### config.mk
export PLATFORM = sky130hd
export DESIGN_NAME = bsg_manycore_io_req_arbiter
export DESIGN_NICKNAME = d
export VERILOG_FILES = /design/src/rtl/bsg_manycore_io_req_arbiter.sv
export SDC_FILE = /design/constraint.sdc
export NUM_CORES = 1
export LEC_CHECK = 0
export ABC_AREA = 1
export BUFFER_PORTS_ARGS = -buffer_cell sky130_fd_sc_hd__buf_2
export CAP_MARGIN = 20
export CORE_AREA = 2 2 262 264
export CTS_CLUSTER_DIAMETER = 50
export CTS_CLUSTER_SIZE = 25
export DETAILED_ROUTE_END_ITERATION = 10
export DIE_AREA = 0 0 264 266
export PLACE_DENSITY_LB_ADDON = 0.25
export SETUP_SLACK_MARGIN = 0.1
export SLEW_MARGIN = 30
export SYNTH_ARGS = -nofsm -noshare
export SYNTH_HDL_FRONTEND = slang
export SYNTH_SLANG_ARGS = --single-unit
### constraint.sdc
create_clock -name clk_i -period 2.4 [get_ports clk_i]
set_clock_uncertainty 0.05 [all_clocks]
set_input_delay 0.24 -clock clk_i [delete_from_list [all_inputs] [get_ports clk_i]]
set_output_delay 0.24 -clock clk_i [all_outputs]
set_load 0.005 [all_outputs]
### src/rtl/bsg_manycore_io_req_arbiter.sv
// bsg_manycore_io_req_arbiter: round-robin, credit-gated arbiter driving one registered IO proc link (hold-grant lock under BSG_MANYCORE_IO_ARB_LOCK_EN)
module bsg_manycore_io_req_arbiter #(
  parameter int num_req_p = 4,
  parameter int packet_width_p = 128,
  parameter int max_out_credits_p = 16,
  localparam int credit_width_lp = $clog2(max_out_credits_p + 1),
  localparam int id_width_lp = ($clog2(num_req_p) > 1) ? $clog2(num_req_p) : 1
) (
  input  logic                                clk_i,
  input  logic                                reset_i,
  input  logic [num_req_p-1:0]                v_i,
  input  logic [num_req_p*packet_width_p-1:0] packet_i,
  input  logic [num_req_p-1:0]                lock_i,
  output logic [num_req_p-1:0]                ready_o,
  output logic                                v_o,
  output logic [packet_width_p-1:0]           packet_o,
  output logic [id_width_lp-1:0]              id_o,
  input  logic                                ready_i,
  input  logic                                credit_i,
  output logic [credit_width_lp-1:0]          credits_o,
  output logic                                idle_o
);
  localparam logic [credit_width_lp-1:0] max_credits_lp = credit_width_lp'(max_out_credits_p);
  logic                       v_q, v_d;
  logic [packet_width_p-1:0]  packet_q, packet_d;
  logic [id_width_lp-1:0]     id_q, id_d;
  logic [id_width_lp-1:0]     ptr_q, ptr_d;
  logic [credit_width_lp-1:0] credits_q, credits_d;
  logic [id_width_lp-1:0]     rr_grant, idx, grant;
  logic                       found, accept, hold_ptr;
  always_comb begin
    rr_grant = '0;
    found = 1'b0;
    idx = '0;
    for (int k = 0; k < num_req_p; k++) begin
      idx = id_width_lp'((int'(ptr_q) + k) % num_req_p);
      if (!found && v_i[idx]) begin
        found = 1'b1;
        rr_grant = idx;
      end
    end
  end
`ifdef BSG_MANYCORE_IO_ARB_LOCK_EN
  logic lock_vld_q, lock_vld_d;
  assign lock_vld_d = lock_vld_q | accept;
  assign grant = (lock_vld_q && v_i[id_q] && lock_i[id_q]) ? id_q : rr_grant;
  assign hold_ptr = lock_i[grant];
  always_ff @(posedge clk_i) lock_vld_q <= reset_i ? 1'b0 : lock_vld_d;
`else
  logic unused_lock;
  assign unused_lock = ^lock_i;
  assign grant = rr_grant;
  assign hold_ptr = 1'b0;
`endif
  assign accept = !reset_i && (!v_q || ready_i) && (credits_q != '0) && found;
  always_comb begin
    ready_o = accept ? (num_req_p'(1) << grant) : '0;
    v_d = accept || (v_q && !ready_i);
    packet_d = accept ? packet_i[grant*packet_width_p +: packet_width_p] : packet_q;
    id_d = accept ? grant : id_q;
    ptr_d = (accept && !hold_ptr)
          ? ((grant == id_width_lp'(num_req_p - 1)) ? '0 : grant + id_width_lp'(1))
          : ptr_q;
    credits_d = (accept && !credit_i) ? credits_q - credit_width_lp'(1)
              : (!accept && credit_i && credits_q != max_credits_lp) ? credits_q + credit_width_lp'(1)
              : credits_q;
  end
  always_ff @(posedge clk_i) begin
    if (reset_i) begin
      v_q <= 1'b0;
      packet_q <= '0;
      id_q <= '0;
      ptr_q <= '0;
      credits_q <= max_credits_lp;
    end else begin
      v_q <= v_d;
      packet_q <= packet_d;
      id_q <= id_d;
      ptr_q <= ptr_d;
      credits_q <= credits_d;
    end
  end
  credit_overflow: assert property (@(posedge clk_i) disable iff (reset_i)
    !(credit_i && !accept && credits_q == max_credits_lp));
  assign v_o = v_q;
  assign packet_o = packet_q;
  assign id_o = id_q;
  assign credits_o = credits_q;
  assign idle_o = (credits_q == max_credits_lp) && !v_q;
endmodule
==> results of run 1 <==
power by group:
group          total (W)  internal [W]  switching, W  leakage [nW]
combinational     0.0267        0.0123        0.0144          9.38
sequential       0.00409       0.00346      0.000633          1.15
clock            0.00269       0.00146       0.00123         0.268
timing repair:
| item | in CTS | in global routing |
|---|---|---|
| hold buffers | 78 | 0 |
| cloned | 17 | 5 |
| pin swaps | 82 | 71 |
| resized for setup | 276 | 179 |
| endpoints found under the setup margin | 141 | 140 |
| hold endpoints to repair | 48 | 0 |
| buffers inserted | 43 | 15 |
metal layers:
layer / track usage / share of wire / vias up
li1: - / - / 7282
met1: 0.176 / 0.40 / 6643
met2: 0.270 / 0.48 / 583
met3: 0.0444 / 0.072 / 99
met4: 0.0831 / 0.044 / 12
met5: 0 / 0.0013 / -
synth_stat cells, types with 2 or more instances:
cell                       instances
sky130_fd_sc_hd__nand3b_1        124
sky130_fd_sc_hd__o21ai_0          17
sky130_fd_sc_hd__nor2_2            2
sky130_fd_sc_hd__o211ai_2          2
sky130_fd_sc_hd__nand2_1         620
sky130_fd_sc_hd__buf_1            24
sky130_fd_sc_hd__inv_2             7
sky130_fd_sc_hd__inv_1           239
sky130_fd_sc_hd__nor2_1           30
sky130_fd_sc_hd__dfxtp_1         138
sky130_fd_sc_hd__nand2_2           2
sky130_fd_sc_hd__o211ai_1         10
sky130_fd_sc_hd__nand3_1         364
sky130_fd_sc_hd__clkbuf_1         47
sky130_fd_sc_hd__buf_4             6
sky130_fd_sc_hd__buf_2            48
sky130_fd_sc_hd__a21oi_1          57
sky130_fd_sc_hd__nand4_1           6
sky130_fd_sc_hd__ha_1              6
how the worst min path moves through the flow:
stage | start | to | slack [ps] | cells after the start
2_1_floorplan | reset_i | ptr_q[0]$_SDFFE_PP0P_ | 260 | 1
6_report | packet_i[176] | packet_o[48]$_SDFFE_PP0P_ | 40 | 5
3_5_place_dp | packet_o[127]$_SDFFE_PP0P_ | packet_o[127]$_SDFFE_PP0P_ | 410 | 2
5_1_grt | packet_i[2] | packet_o[2]$_SDFFE_PP0P_ | 20 | 5
3_3_place_gp | packet_o[66]$_SDFFE_PP0P_ | packet_o[66]$_SDFFE_PP0P_ | 410 | 2
4_1_cts | packet_i[493] | packet_o[109]$_SDFFE_PP0P_ | 1 | 5
kinds of logic (layout without fill, tap and decap cells):
kind of cell / Yosys count / in the layout / synth area share
flops: 138 / 138 / 0.273
compound gates: 90 / 90 / 0.0492
simple gates: 1151 / 1151 / 0.522
buf+inv: 372 / 1240 / 0.147
xor+xnor: 1 / 1 / 0.000866
other cells: 0 / 3 / 0
fa+ha+maj: 6 / 6 / 0.00742
worst max-delay path, stage by stage (launching register included):
cell,delay (ps)
sky130_fd_sc_hd__dfxtp_4,400
sky130_fd_sc_hd__buf_6,130
sky130_fd_sc_hd__nand2_2,50
sky130_fd_sc_hd__nand2_2,80
sky130_fd_sc_hd__nand2_2,70
sky130_fd_sc_hd__nand2_4,80
sky130_fd_sc_hd__nor2_4,40
sky130_fd_sc_hd__buf_6,110
sky130_fd_sc_hd__buf_6,100
sky130_fd_sc_hd__nand4_1,100
sky130_fd_sc_hd__nand3_4,130
sky130_fd_sc_hd__buf_4,160
sky130_fd_sc_hd__buf_6,110
sky130_fd_sc_hd__nor2_4,180
sky130_fd_sc_hd__buf_6,150
sky130_fd_sc_hd__buf_12,110
sky130_fd_sc_hd__bufbuf_16,260
sky130_fd_sc_hd__o211ai_1,170
sky130_fd_sc_hd__nand3_1,130
stage by stage:
| stage | total power, W | utilization | area (um^2) |
|---|---|---|---|
| 4_1_cts | 0.0313 | 0.278 | 18800 |
| 3_5_place_dp | 0.0230 | 0.229 | 15500 |
| 3_3_place_gp | 0.0231 | 0.229 | 15500 |
| 2_1_floorplan | 0.0144 | - | 10100 |
| 6_report | 0.0335 | 0.293 | 19800 |
| 5_1_grt | 0.0363 | 0.293 | 19800 |
state kept, by name (all words and copies together) (netlist names):
signal,count
packet_o,128
id_o,2
ptr_q,2
v_o,1
credits_o,5
layout make-up:
type                            count  area (um^2)  area share
Clock buffer                       20          447      0.0225
Clock inverter                     12          115     0.00580
Tap cell                          882         1100      0.0556
Multi-Input combinational cell   1248         7440       0.375
Sequential cell                   138         2770       0.140
Inverter                          246          956      0.0482
Antenna cell                        3         7.51    0.000378
Timing Repair Buffer              962         7000       0.353
==> flow_summary.html, run 1 <==
<table>
<tr><th>Metric</th><th>Value</th></tr>
<tr><th colspan="2">Run status</th></tr>
<tr><td>Outcome</td><td>finished, violations left</td></tr>
<tr><td>Violated checks</td><td>setup timing</td></tr>
<tr><th colspan="2">Timing</th></tr>
<tr><td>Tmin final</td><td>2690 ps</td></tr>
<tr><td>Unrepaired setup endpoints after global routing</td><td>yes</td></tr>
<tr><td>Total negative setup slack</td><td>-16110 ps</td></tr>
<tr><td>Maximum operating frequency</td><td>around 370 MHz</td></tr>
<tr><td>Fraction of the cycle the final worst path needs</td><td>1.12</td></tr>
<tr><td>Post-route setup slack</td><td>-286 ps</td></tr>
<tr><td>Transition time at the pin with the least slew margin</td><td>between 700 and 800 ps</td></tr>
<tr><td>Total count of hold-check failures in the final report</td><td>0</td></tr>
<tr><td>Final Max Slew Viols</td><td>0</td></tr>
<tr><td>Worst Hold Slack</td><td>between 30 and 40 ps</td></tr>
<tr><td>Setup Viol. Count Final</td><td>104</td></tr>
<tr><td>Worst-case headroom to the max-slew limit</td><td>0.495</td></tr>
<tr><th colspan="2">Setup path</th></tr>
<tr><td>Crit path capture type</td><td>flop</td></tr>
<tr><td>R2R Setup Slk</td><td>-290 ps</td></tr>
<tr><td>Depth of the worst register-to-register path</td><td>18</td></tr>
<tr><td>Type of the worst setup path</td><td>reg2reg</td></tr>
<tr><td>Highest fanout seen on the critical path</td><td>5</td></tr>
<tr><td>Worst setup path end</td><td>packet_o[89]$_SDFFE_PP0P_</td></tr>
<tr><td>Data required time of the worst path</td><td>~2800 ps</td></tr>
<tr><td>Crit path DAT</td><td>approximately 3000 ps</td></tr>
<tr><td>Startpoint of the worst-slack reg-to-reg timing path</td><td>ptr_q[0]$_SDFFE_PP0P_</td></tr>
<tr><td>Critical Path Source</td><td>ptr_q[0]$_SDFFE_PP0P_</td></tr>
<tr><td>Endpoint of the most critical register-to-register path</td><td>packet_o[89]$_SDFFE_PP0P_</td></tr>
<tr><td>Nature of the critical path startpoint</td><td>flop</td></tr>
<tr><th colspan="2">Placement</th></tr>
<tr><td>Placement Setup Slack</td><td>-153 ps</td></tr>
<tr><td>Number of cells after detailed placement</td><td>about 3300</td></tr>
<tr><td>Gp weighted congestion</td><td>approximately 0.86</td></tr>
<tr><td>Number of port buffers</td><td>between 600 and 700</td></tr>
<tr><td>Post-DP HPWL</td><td>40800 um</td></tr>
<tr><th colspan="2">Drt</th></tr>
<tr><td>Drt drc</td><td>0</td></tr>
<tr><td>Vias per inst</td><td>4.16</td></tr>
<tr><td>Pre-Repair DR Iteration Count</td><td>5</td></tr>
<tr><td>Wirelength per Cell</td><td>approximately 16 um</td></tr>
<tr><td>Final wirelength</td><td>57300 um</td></tr>
<tr><td>Total number of vias</td><td>14600</td></tr>
<tr><td>DRC violation total after the first TritonRoute iteration</td><td>584</td></tr>
<tr><td>Routed Antenna Nets</td><td>0</td></tr>
<tr><th colspan="2">Synth</th></tr>
<tr><td>Number of register bits inferred by synthesis</td><td>about 140</td></tr>
<tr><td>Post-synth ARST share</td><td>0</td></tr>
<tr><td>Number of flops mapped to enable cells by yosys</td><td>0</td></tr>
<tr><td>Sequential element share of the synthesized area</td><td>0.273</td></tr>
<tr><td>Mean area per synthesized cell</td><td>~5.8 um^2</td></tr>
<tr><td>Most used flip-flop cell after synthesis</td><td>sky130_fd_sc_hd__dfxtp_1</td></tr>
<tr><td>Cell area after technology mapping</td><td>between 10000 and 15000 um^2</td></tr>
<tr><td>Mapped Nets</td><td>2288</td></tr>
<tr><td>Most area-consuming cells after synthesis</td><td>sky130_fd_sc_hd__dfxtp_1, sky130_fd_sc_hd__nand2_1, sky130_fd_sc_hd__nand3_1</td></tr>
<tr><td>Count of different cell masters after synthesis</td><td>28</td></tr>
<tr><td>YS warnings</td><td>0</td></tr>
<tr><td>Area share of the largest cell type after synthesis</td><td>0.273</td></tr>
<tr><td>Synthesized instance count</td><td>around 1800</td></tr>
<tr><td>Cell type with the largest total area after synthesis</td><td>sky130_fd_sc_hd__dfxtp_1</td></tr>
<tr><th colspan="2">Clock network</th></tr>
<tr><td>Num CTS Buffers</td><td>17</td></tr>
<tr><td>TritonCTS Sinks</td><td>between 100 and 150</td></tr>
<tr><td>Clk buf depth</td><td>2</td></tr>
<tr><td>Clock tree root driver cell</td><td>sky130_fd_sc_hd__clkbuf_16</td></tr>
<tr><td>Insertion delay of the later-clocked pin in the worst-skew pair</td><td>~480 ps</td></tr>
<tr><td>Reg clk slew, reported paths</td><td>roughly 70 ps</td></tr>
<tr><td>CTS H-Tree Depth</td><td>4</td></tr>
<tr><td>TritonCTS clock tree</td><td>yes</td></tr>
<tr><th colspan="2">Finish</th></tr>
<tr><td>Area growth from synthesis to layout</td><td>96.1%</td></tr>
<tr><td>Final instance count without filler cells</td><td>about 3500</td></tr>
<tr><td>Final nets</td><td>between 3000 and 4000</td></tr>
<tr><td>Commonest non-fill, non-tap cells in the layout</td><td>sky130_fd_sc_hd__buf_2, sky130_fd_sc_hd__nand2_1, sky130_fd_sc_hd__inv_1</td></tr>
<tr><td>Leading cell type in the layout, fill and taps excluded</td><td>sky130_fd_sc_hd__buf_2</td></tr>
<tr><td>Fill count</td><td>approximately 7500</td></tr>
<tr><td>Share of post-route cells with drive strength above 1</td><td>0.460</td></tr>
<tr><th colspan="2">Floorplanning</th></tr>
<tr><td>Die Wd</td><td>264 um</td></tr>
<tr><td>Effective utilization at floorplan</td><td>0.149</td></tr>
<tr><td>Die Area</td><td>around 70000 um^2</td></tr>
<tr><td>Number of ports placed on the die boundary</td><td>approximately 670</td></tr>
<tr><td>Floorplan core area</td><td>between 60000 and 70000 um^2</td></tr>
<tr><td>Standard-cell row count</td><td>between 90 and 100</td></tr>
<tr><td>Die height</td><td>between 200 and 300 um</td></tr>
<tr><th colspan="2">Power and ir drop</th></tr>
<tr><td>P per Cell Area</td><td>approximately 1700 nW/um^2</td></tr>
<tr><td>Maximum resistive drop on vdd</td><td>roughly 0.69 mV</td></tr>
<tr><td>Pleak</td><td>between 10 and 15 nW</td></tr>
<tr><th colspan="2">GRT</th></tr>
<tr><td>Maximum number of pins on one net before global-route repair</td><td>135</td></tr>
<tr><td>GRT Total Usage</td><td>0.157</td></tr>
<tr><td>Initial antenna violation count</td><td>9</td></tr>
<tr><td>Remaining Overflow, GRT</td><td>0</td></tr>
<tr><td>Global-route wire length before repair</td><td>approximately 84000 um</td></tr>
<tr><td>Vias in the first global route</td><td>~14000</td></tr>
<tr><th colspan="2">Worst hold path</th></tr>
<tr><td>Type of the tightest min-delay check</td><td>in2reg</td></tr>
<tr><th colspan="2">Job</th></tr>
<tr><td>Max capacitance violation total</td><td>0</td></tr>
</table>
(Power assumes the default switching activity.)
==> inputs of run 2 (changes only) <==
GPL_TIMING_DRIVEN = 0   (was not set)
==> flow_summary.html, run 2 (synthesis results as in run 1) <==
<table>
<tr><th>Metric</th><th>Value</th></tr>
<tr><th colspan="2">Floorplanning</th></tr>
<tr><td>Die Wd</td><td>264 um (unchanged)</td></tr>
<tr><td>Effective utilization at floorplan</td><td>0.149 (unchanged)</td></tr>
<tr><td>Die Area</td><td>70200 um^2 (unchanged)</td></tr>
<tr><td>Floorplan core area</td><td>67700 um^2 (unchanged)</td></tr>
<tr><td>Standard-cell row count</td><td>96 (unchanged)</td></tr>
<tr><td>Die height</td><td>266 um (unchanged)</td></tr>
<tr><td>Number of ports placed on the die boundary</td><td>665 (unchanged)</td></tr>
<tr><th colspan="2">Finish</th></tr>
<tr><td>Commonest non-fill, non-tap cells in the layout</td><td>sky130_fd_sc_hd__buf_2, sky130_fd_sc_hd__nand2_1, sky130_fd_sc_hd__inv_1 (unchanged)</td></tr>
<tr><td>Share of post-route cells with drive strength above 1</td><td>0.449 (was 0.460)</td></tr>
<tr><td>Final instance count without filler cells</td><td>3521 (was 3511)</td></tr>
<tr><td>Fill count</td><td>7631 (was 7524)</td></tr>
<tr><td>Number of flip-flops in the largest register</td><td>128 (unchanged)</td></tr>
<tr><td>Area growth from synthesis to layout</td><td>96.2% (was 96.1%)</td></tr>
<tr><td>Final nets</td><td>3154 (was 3143)</td></tr>
<tr><td>Leading cell type in the layout, fill and taps excluded</td><td>sky130_fd_sc_hd__buf_2 (unchanged)</td></tr>
<tr><th colspan="2">Drt</th></tr>
<tr><td>Total number of vias</td><td>14900 (was 14600)</td></tr>
<tr><td>Wirelength per Cell</td><td>19.2 um (was 16.3 um)</td></tr>
<tr><td>DRC violation total after the first TritonRoute iteration</td><td>670 (was 584)</td></tr>
<tr><td>Final wirelength</td><td>67500 um (was 57300 um)</td></tr>
<tr><td>Pre-Repair DR Iteration Count</td><td>5 (unchanged)</td></tr>
<tr><td>Vias per inst</td><td>4.23 (was 4.16)</td></tr>
<tr><td>Drt drc</td><td>0 (unchanged)</td></tr>
<tr><td>Routed Antenna Nets</td><td>0 (unchanged)</td></tr>
<tr><th colspan="2">Clock network</th></tr>
<tr><td>Insertion delay of the later-clocked pin in the worst-skew pair</td><td>480 ps (about the same)</td></tr>
<tr><td>TritonCTS Sinks</td><td>138 (unchanged)</td></tr>
<tr><td>Clk buf depth</td><td>2 (unchanged)</td></tr>
<tr><td>Num CTS Buffers</td><td>17 (unchanged)</td></tr>
<tr><td>CTS H-Tree Depth</td><td>4 (unchanged)</td></tr>
<tr><td>Clock tree root driver cell</td><td>sky130_fd_sc_hd__clkbuf_16 (unchanged)</td></tr>
<tr><td>Reg clk slew, reported paths</td><td>80 ps (was 70 ps)</td></tr>
<tr><td>TritonCTS clock tree</td><td>yes (unchanged)</td></tr>
<tr><th colspan="2">Setup path</th></tr>
<tr><td>Type of the worst setup path</td><td>reg2out (was reg2reg)</td></tr>
<tr><td>Highest fanout seen on the critical path</td><td>5 (unchanged)</td></tr>
<tr><td>Endpoint of the most critical register-to-register path</td><td>packet_o[89]$_SDFFE_PP0P_ (unchanged)</td></tr>
<tr><td>Stage delay of the slowest cell on the critical path</td><td>370 ps (was 400 ps)</td></tr>
<tr><td>Chain of cells forming the critical path</td><td>buf_6, nand2_1, nand2_1, nand2_1, o21ai_2, buf_4, o211ai_4, nand2_4, buf_6, buf_12, buf_8, ha_4, inv_2, nor2_2, buf_2 (was buf_6, nand2_2, nand2_2, nand2_2, nand2_4, nor2_4, buf_6, buf_6, nand4_1, nand3_4, buf_4, buf_6, nor2_4, buf_6, buf_12, bufbuf_16, o211ai_1, nand3_1)</td></tr>
<tr><td>Nature of the critical path startpoint</td><td>flop (unchanged)</td></tr>
<tr><td>Cell seen most often among critical-path stages</td><td>sky130_fd_sc_hd__nand2_1 (was sky130_fd_sc_hd__buf_6)</td></tr>
<tr><td>R2R Setup Slk</td><td>-370 ps (was -290 ps)</td></tr>
<tr><td>Crit path capture type</td><td>output port (was flop)</td></tr>
<tr><td>Data required time of the worst path</td><td>2110 ps (was 2760 ps)</td></tr>
<tr><td>Number of buffers and inverters on the critical path</td><td>7 (was 8)</td></tr>
<tr><td>Startpoint of the worst-slack reg-to-reg timing path</td><td>ptr_q[1]$_SDFFE_PP0P_ (was ptr_q[0]$_SDFFE_PP0P_)</td></tr>
<tr><td>Kind of cell adding the most delay to the critical path</td><td>buffers and inverters (unchanged)</td></tr>
<tr><td>Depth of the worst register-to-register path</td><td>19 (was 18)</td></tr>
<tr><td>Crit path DAT</td><td>2640 ps (was 3050 ps)</td></tr>
<tr><td>Worst path slowest cell</td><td>sky130_fd_sc_hd__dfxtp_4 (unchanged)</td></tr>
<tr><th colspan="2">Timing</th></tr>
<tr><td>Setup Viol. Count Final</td><td>130 (was 104)</td></tr>
<tr><td>Maximum operating frequency</td><td>342 MHz (was 372 MHz)</td></tr>
<tr><td>Transition time at the pin with the least slew margin</td><td>925 ps (was 757 ps)</td></tr>
<tr><td>Unrepaired setup endpoints after global routing</td><td>yes (unchanged)</td></tr>
<tr><td>Worst-case headroom to the max-slew limit</td><td>0.383 (was 0.495)</td></tr>
<tr><td>Total count of hold-check failures in the final report</td><td>0 (unchanged)</td></tr>
<tr><td>Worst Hold Slack</td><td>31.8 ps (was 38.2 ps)</td></tr>
<tr><td>Fraction of the cycle the final worst path needs</td><td>1.22 (was 1.12)</td></tr>
<tr><td>Tmin final</td><td>2930 ps (was 2690 ps)</td></tr>
<tr><td>Total negative setup slack</td><td>-28350 ps (was -16110 ps)</td></tr>
<tr><td>Post-route setup slack</td><td>-526 ps (was -286 ps)</td></tr>
<tr><td>Final Max Slew Viols</td><td>0 (unchanged)</td></tr>
<tr><th colspan="2">GRT</th></tr>
<tr><td>Initial antenna violation count</td><td>8 (was 9)</td></tr>
<tr><td>Maximum number of pins on one net before global-route repair</td><td>17 (was 135)</td></tr>
<tr><td>Remaining Overflow, GRT</td><td>0 (unchanged)</td></tr>
<tr><td>GRT Total Usage</td><td>0.185 (was 0.157)</td></tr>
<tr><td>Vias in the first global route</td><td>14900 (was 14400)</td></tr>
<tr><td>Global-route wire length before repair</td><td>94900 um (was 84200 um)</td></tr>
<tr><th colspan="2">Placement</th></tr>
<tr><td>Post-DP HPWL</td><td>50300 um (was 40800 um)</td></tr>
<tr><td>Number of port buffers</td><td>660 (unchanged)</td></tr>
<tr><td>Number of cells after detailed placement</td><td>3300 (was 3321)</td></tr>
<tr><td>Gp weighted congestion</td><td>0.868 (was 0.855)</td></tr>
<tr><th colspan="2">Worst hold path</th></tr>
<tr><td>Hold_sp</td><td>packet_i[502] (was packet_i[176])</td></tr>
<tr><td>Hold-critical path endpoint</td><td>packet_o[118]$_SDFFE_PP0P_ (was packet_o[48]$_SDFFE_PP0P_)</td></tr>
<tr><td>Instance count along the most critical hold path</td><td>5 (unchanged)</td></tr>
<tr><td>Type of the tightest min-delay check</td><td>in2reg (unchanged)</td></tr>
<tr><th colspan="2">Run status</th></tr>
<tr><td>Violated checks</td><td>setup timing (unchanged)</td></tr>
<tr><td>Outcome</td><td>finished, violations left (unchanged)</td></tr>
<tr><th colspan="2">Job</th></tr>
<tr><td>Max capacitance violation total</td><td>0 (unchanged)</td></tr>
<tr><th colspan="2">Power and ir drop</th></tr>
<tr><td>Maximum resistive drop on vdd</td><td>0.861 mV (was 0.693 mV)</td></tr>
<tr><td>P per Cell Area</td><td>1770 nW/um^2 (was 1690 nW/um^2)</td></tr>
<tr><td>Total chip power</td><td>0.0351 W (was 0.0335 W)</td></tr>
<tr><td>Pleak</td><td>10.8 nW (about the same)</td></tr>
</table>
==> run 2: cell types whose count changed in the layout (fill, tap and decap cells not counted), moves of 21 or more <==
cell,previous run,this run
sky130_fd_sc_hd__buf_4,107,50
sky130_fd_sc_hd__nand2_1,565,527
sky130_fd_sc_hd__nand2_4,8,43
sky130_fd_sc_hd__nand3_2,154,124
sky130_fd_sc_hd__nand3_1,180,208
sky130_fd_sc_hd__clkbuf_2,0,21
==> run 2: how the worst max path moves through the flow <==
stage                     slack, ps  cells after the start          to             startpoint
after global routing           -640                     15  ready_o[3]  ptr_q[0]$_SDFFE_PP0P_
final                          -530                     15  ready_o[0]  ptr_q[0]$_SDFFE_PP0P_
after global placement        -1480                     16  ready_o[1]  ptr_q[1]$_SDFFE_PP0P_
after floorplan                 100                     12  ready_o[3]  ptr_q[0]$_SDFFE_PP0P_
after detailed placement      -1470                     16  ready_o[1]  ptr_q[1]$_SDFFE_PP0P_
after CTS                      -550                     16  ready_o[0]  ptr_q[0]$_SDFFE_PP0P_
==> run 2: through the flow <==
stage / cell area (um^2) / utilization / worst slack (ps)
2_1_floorplan: 10100 / - / 101
4_1_cts: 19200 / 0.284 / -554
6_report: 19800 / 0.293 / -526
3_3_place_gp: 14500 / 0.215 / -1480
5_1_grt: 19800 / 0.293 / -640
3_5_place_dp: 14500 / 0.215 / -1470
==> run 2: worst min-delay path: cells and delay by family <==
kind	cells	cell delay (ps)
buffers and inverters	1	80
and+or+nand+nor	4	220
==> run 2: area by class of cell <==
cell class	instances	area, um^2	area share
inverter	246	943	0.0475
sequential	138	2770	0.140
buffer	125	1270	0.0642
timing repair buffer	848	5680	0.286
clock buffer	18	439	0.0221
antenna	2	5.00	0.000252
multi-input combinational	1248	7470	0.377
clock inverter	14	160	0.00807
tap	882	1100	0.0556
==> run 2: power by group <==
group	internal [W]	switching [W]	total [W]	leakage [nW]
combinational	0.0123	0.0158	0.0282	9.31
sequential	0.00346	0.000641	0.00410	1.15
clock	0.00158	0.00129	0.00287	0.298
total	0.0174	0.0178	0.0351	10.8
==> run 2: metal layers <==
layer	wire length, um	part of all wire	up-vias	GRT usage
met5	78	0.0012	-	0
met4	2340	0.035	12	0.0760
met3	4390	0.065	90	0.0500
met2	34600	0.51	607	0.343
met1	26100	0.39	6872	0.196
li1	-	-	7317	-
==> run 2: repair_timing <==
action,4_1_cts,5_1_grt
pin swaps,133,122
hold endpoints to repair,51,0
setup buffers,71,12
gates resized for setup,516,147
endpoints found under the setup margin,141,141
hold buffers,88,0
cloned,23,2
==> inputs of run 3 (changes only) <==
CELL_PAD_IN_SITES_DETAIL_PLACEMENT = 1   (was not set)
CELL_PAD_IN_SITES_GLOBAL_PLACEMENT = 2   (was not set)
CORE_AREA = 2 2 255 257   (was 2 2 262 264)
DIE_AREA = 0 0 257 259   (was 0 0 264 266)
==> flow_summary.html, run 3 (synthesis results as in run 1) <==
<table>
<tr><th>Metric</th><th>Value</th></tr>
<tr><th colspan="2">Run status</th></tr>
<tr><td>Outcome</td><td>finished, violations left (unchanged)</td></tr>
<tr><td>Violated checks</td><td>setup timing (unchanged)</td></tr>
<tr><th colspan="2">Floorplanning</th></tr>
<tr><td>Die Area</td><td>66600 um^2 (was 70200 um^2)</td></tr>
<tr><td>Floorplan core area</td><td>63900 um^2 (was 67700 um^2)</td></tr>
<tr><td>Die Wd</td><td>257 um (was 264 um)</td></tr>
<tr><td>Standard-cell row count</td><td>93 (was 96)</td></tr>
<tr><td>Die height</td><td>259 um (was 266 um)</td></tr>
<tr><td>Number of ports placed on the die boundary</td><td>665 (unchanged)</td></tr>
<tr><td>Effective utilization at floorplan</td><td>0.158 (was 0.149)</td></tr>
<tr><th colspan="2">Finish</th></tr>
<tr><td>Fin util</td><td>0.288 (was 0.293)</td></tr>
<tr><td>Leading cell type in the layout, fill and taps excluded</td><td>sky130_fd_sc_hd__buf_2 (unchanged)</td></tr>
<tr><td>Fill count</td><td>8104 (was 7631)</td></tr>
<tr><td>Final nets</td><td>3124 (was 3154)</td></tr>
<tr><td>Number of flip-flops in the largest register</td><td>128 (unchanged)</td></tr>
<tr><td>Area growth from synthesis to layout</td><td>81.9% (was 96.2%)</td></tr>
<tr><td>Share of post-route cells with drive strength above 1</td><td>0.402 (was 0.449)</td></tr>
<tr><td>Commonest non-fill, non-tap cells in the layout</td><td>sky130_fd_sc_hd__buf_2, sky130_fd_sc_hd__nand2_1, sky130_fd_sc_hd__nand3_1 (was sky130_fd_sc_hd__buf_2, sky130_fd_sc_hd__nand2_1, sky130_fd_sc_hd__inv_1)</td></tr>
<tr><th colspan="2">Drt</th></tr>
<tr><td>Routed length on met3</td><td>4640 um (was 4390 um)</td></tr>
<tr><td>Pre-Repair DR Iteration Count</td><td>4 (was 5)</td></tr>
<tr><td>DRC violation total after the first TritonRoute iteration</td><td>566 (was 670)</td></tr>
<tr><td>Uppermost routed layer</td><td>met5 (unchanged)</td></tr>
<tr><td>Drt drc</td><td>0 (unchanged)</td></tr>
<tr><td>Detailed-routed wire length on met2</td><td>36900 um (was 34600 um)</td></tr>
<tr><td>Length of routed wiring on met1</td><td>27100 um (was 26100 um)</td></tr>
<tr><td>Wirelength per Cell</td><td>20.2 um (was 19.2 um)</td></tr>
<tr><td>Final wirelength</td><td>70400 um (was 67500 um)</td></tr>
<tr><td>Total number of vias</td><td>14800 (was 14900)</td></tr>
<tr><td>Vias per inst</td><td>4.25 (was 4.23)</td></tr>
<tr><td>Routed Antenna Nets</td><td>0 (unchanged)</td></tr>
<tr><th colspan="2">Clock network</th></tr>
<tr><td>Num CTS Buffers</td><td>17 (unchanged)</td></tr>
<tr><td>TritonCTS clock tree</td><td>yes (unchanged)</td></tr>
<tr><td>Clock tree root driver cell</td><td>sky130_fd_sc_hd__clkbuf_16 (unchanged)</td></tr>
<tr><td>TritonCTS Sinks</td><td>138 (unchanged)</td></tr>
<tr><td>Clk buf depth</td><td>2 (unchanged)</td></tr>
<tr><td>Reg clk slew, reported paths</td><td>60 ps (was 80 ps)</td></tr>
<tr><td>Insertion delay of the later-clocked pin in the worst-skew pair</td><td>480 ps (about the same)</td></tr>
<tr><td>CTS H-Tree Depth</td><td>4 (unchanged)</td></tr>
<tr><th colspan="2">Timing</th></tr>
<tr><td>Setup Viol. Count Final</td><td>101 (was 130)</td></tr>
<tr><td>Final Max Slew Viols</td><td>0 (unchanged)</td></tr>
<tr><td>Post-route setup slack</td><td>-402 ps (was -526 ps)</td></tr>
<tr><td>Total negative setup slack</td><td>-25100 ps (was -28350 ps)</td></tr>
<tr><td>Unrepaired setup endpoints after global routing</td><td>yes (unchanged)</td></tr>
<tr><td>Fraction of the cycle the final worst path needs</td><td>1.17 (was 1.22)</td></tr>
<tr><td>Worst-case headroom to the max-slew limit</td><td>0.341 (was 0.383)</td></tr>
<tr><td>Maximum operating frequency</td><td>357 MHz (was 342 MHz)</td></tr>
<tr><td>Tmin final</td><td>2800 ps (was 2930 ps)</td></tr>
<tr><td>Transition time at the pin with the least slew margin</td><td>988 ps (was 925 ps)</td></tr>
<tr><td>Total count of hold-check failures in the final report</td><td>0 (unchanged)</td></tr>
<tr><th colspan="2">GRT</th></tr>
<tr><td>Global-route wire length before repair</td><td>101000 um (was 94900 um)</td></tr>
<tr><td>GRT Total Usage</td><td>0.204 (was 0.185)</td></tr>
<tr><td>Remaining Overflow, GRT</td><td>0 (unchanged)</td></tr>
<tr><td>Initial antenna violation count</td><td>17 (was 8)</td></tr>
<tr><td>Maximum number of pins on one net before global-route repair</td><td>17 (unchanged)</td></tr>
<tr><td>Vias in the first global route</td><td>15800 (was 14900)</td></tr>
<tr><th colspan="2">Placement</th></tr>
<tr><td>Number of port buffers</td><td>660 (unchanged)</td></tr>
<tr><td>Post-DP HPWL</td><td>56000 um (was 50300 um)</td></tr>
<tr><td>Gp weighted congestion</td><td>0.905 (was 0.868)</td></tr>
<tr><th colspan="2">Power and ir drop</th></tr>
<tr><td>Internal power of the cells</td><td>0.0147 W (was 0.0174 W)</td></tr>
<tr><td>Logic pwr share</td><td>0.765 (was 0.802)</td></tr>
<tr><td>P per Cell Area</td><td>1650 nW/um^2 (was 1770 nW/um^2)</td></tr>
<tr><td>Total net switching power</td><td>0.0156 W (was 0.0178 W)</td></tr>
<tr><td>Maximum resistive drop on vdd</td><td>0.647 mV (was 0.861 mV)</td></tr>
<tr><td>Switching Share</td><td>0.515 (was 0.505)</td></tr>
<tr><td>Pleak</td><td>10.1 nW (was 10.8 nW)</td></tr>
<tr><td>Part of the total power dissipated in sequential elements</td><td>0.136 (was 0.117)</td></tr>
<tr><td>Proportion of power drawn by the clock network</td><td>0.099 (was 0.082)</td></tr>
<tr><th colspan="2">Setup path</th></tr>
<tr><td>Kind of cell adding the most delay to the critical path</td><td>simple AND/OR/NAND/NOR gates (was buffers and inverters)</td></tr>
<tr><td>Cell seen most often among critical-path stages</td><td>sky130_fd_sc_hd__buf_4 (was sky130_fd_sc_hd__nand2_1)</td></tr>
<tr><td>Data required time of the worst path</td><td>2110 ps (about the same)</td></tr>
<tr><td>Chain of cells forming the critical path</td><td>buf_6, nand2_1, nand3_2, nand2_2, nor2_4, buf_4, nand4_1, nand3_4, clkbuf_8, ha_2, inv_2, nor2_1, buf_4 (was buf_6, nand2_1, nand2_1, nand2_1, o21ai_2, buf_4, o211ai_4, nand2_4, buf_6, buf_12, buf_8, ha_4, inv_2, nor2_2, buf_2)</td></tr>
<tr><td>Number of buffers and inverters on the critical path</td><td>5 (was 7)</td></tr>
<tr><td>Nature of the critical path startpoint</td><td>flop (unchanged)</td></tr>
<tr><td>Type of the worst setup path</td><td>reg2out (unchanged)</td></tr>
<tr><td>Stage delay of the slowest cell on the critical path</td><td>380 ps (was 370 ps)</td></tr>
<tr><td>Highest fanout seen on the critical path</td><td>11 (was 5)</td></tr>
<tr><td>Crit path DAT</td><td>2510 ps (was 2640 ps)</td></tr>
<tr><td>Crit path capture type</td><td>output port (unchanged)</td></tr>
<tr><td>Worst path slowest cell</td><td>sky130_fd_sc_hd__dfxtp_4 (unchanged)</td></tr>
<tr><th colspan="2">Worst hold path</th></tr>
<tr><td>Type of the tightest min-delay check</td><td>in2reg (unchanged)</td></tr>
<tr><th colspan="2">Job</th></tr>
<tr><td>Max capacitance violation total</td><td>0 (unchanged)</td></tr>
</table>
## run 3: tightest hold or removal path, cell delays in order
cell and delay [ps]:
sky130_fd_sc_hd__buf_2 100, sky130_fd_sc_hd__inv_1 40, sky130_fd_sc_hd__nand2_1 70, sky130_fd_sc_hd__o21ai_0 70
## run 3: repair_timing
| action | CTS | global route |
|---|---|---|
| hold buffers | 72 | 0 |
| cloned | 11 | 4 |
| hold endpoints to repair | 41 | 0 |
| pin swaps | 40 | 24 |
| setup endpoints to repair | 141 | 141 |
| setup buffers | 61 | 9 |
| resized for setup | 344 | 94 |
## run 3: power by group through the flow
| stage | Sequential [W] | Clock (W) | Combinational (W) |
|---|---|---|---|
| after floorplan | 0.00414 | 0 | 0.0103 |
| after global placement | 0.00410 | 0 | 0.0173 |
| after detailed placement | 0.00415 | 0 | 0.0175 |
| after CTS | 0.00413 | 0.00309 | 0.0222 |
| after global routing | 0.00426 | 0.00317 | 0.0256 |
| final | 0.00413 | 0.00299 | 0.0232 |
## run 3: final timing paths
kind | depth (start not counted) | to | slack (ps) | start
min | 4 | v_o$_SDFF_PP0_ | 30 | ready_i
min reg2reg | 2 | packet_o[118]$_SDFFE_PP0P_ | 420 | packet_o[118]$_SDFFE_PP0P_
max | 13 | ready_o[2] | -400 | ptr_q[0]$_SDFFE_PP0P_
max reg2reg | 19 | packet_o[71]$_SDFFE_PP0P_ | -340 | ptr_q[0]$_SDFFE_PP0P_
## run 3: through the flow
stage	instance area, um^2	cells	setup WS (ps)	total power (W)	hold WS (ps)
detailed placement	14500	3273	-1440	0.0217	410
CTS	17900	3449	-444	0.0294	2.76
global placement	14500	3273	-1380	0.0214	407
finish	18400	3476	-402	0.0303	33.2
global route	18400	3468	-532	0.0330	41.9
floorplan	10100	1758	101	0.0144	259
## run 3: final cells by class
cell class                      instances  area, um^2  area share
Multi-Input combinational cell       1248        6730       0.366
Timing Repair Buffer                  817        5110       0.278
Sequential cell                       138        2770       0.151
Buffer                                126        1090      0.0593
Tap cell                              855        1070      0.0582
Inverter                              246         953      0.0518
Clock buffer                           23         498      0.0271
Clock inverter                          9         136     0.00741
Antenna cell                           14        35.0     0.00190
## run 3: per-layer routing
layer,global-route usage,vias to the layer above
li1,-,7259
met1,0.219,6964
met2,0.380,470
met3,0.0615,72
met4,0.0678,14
met5,0,-
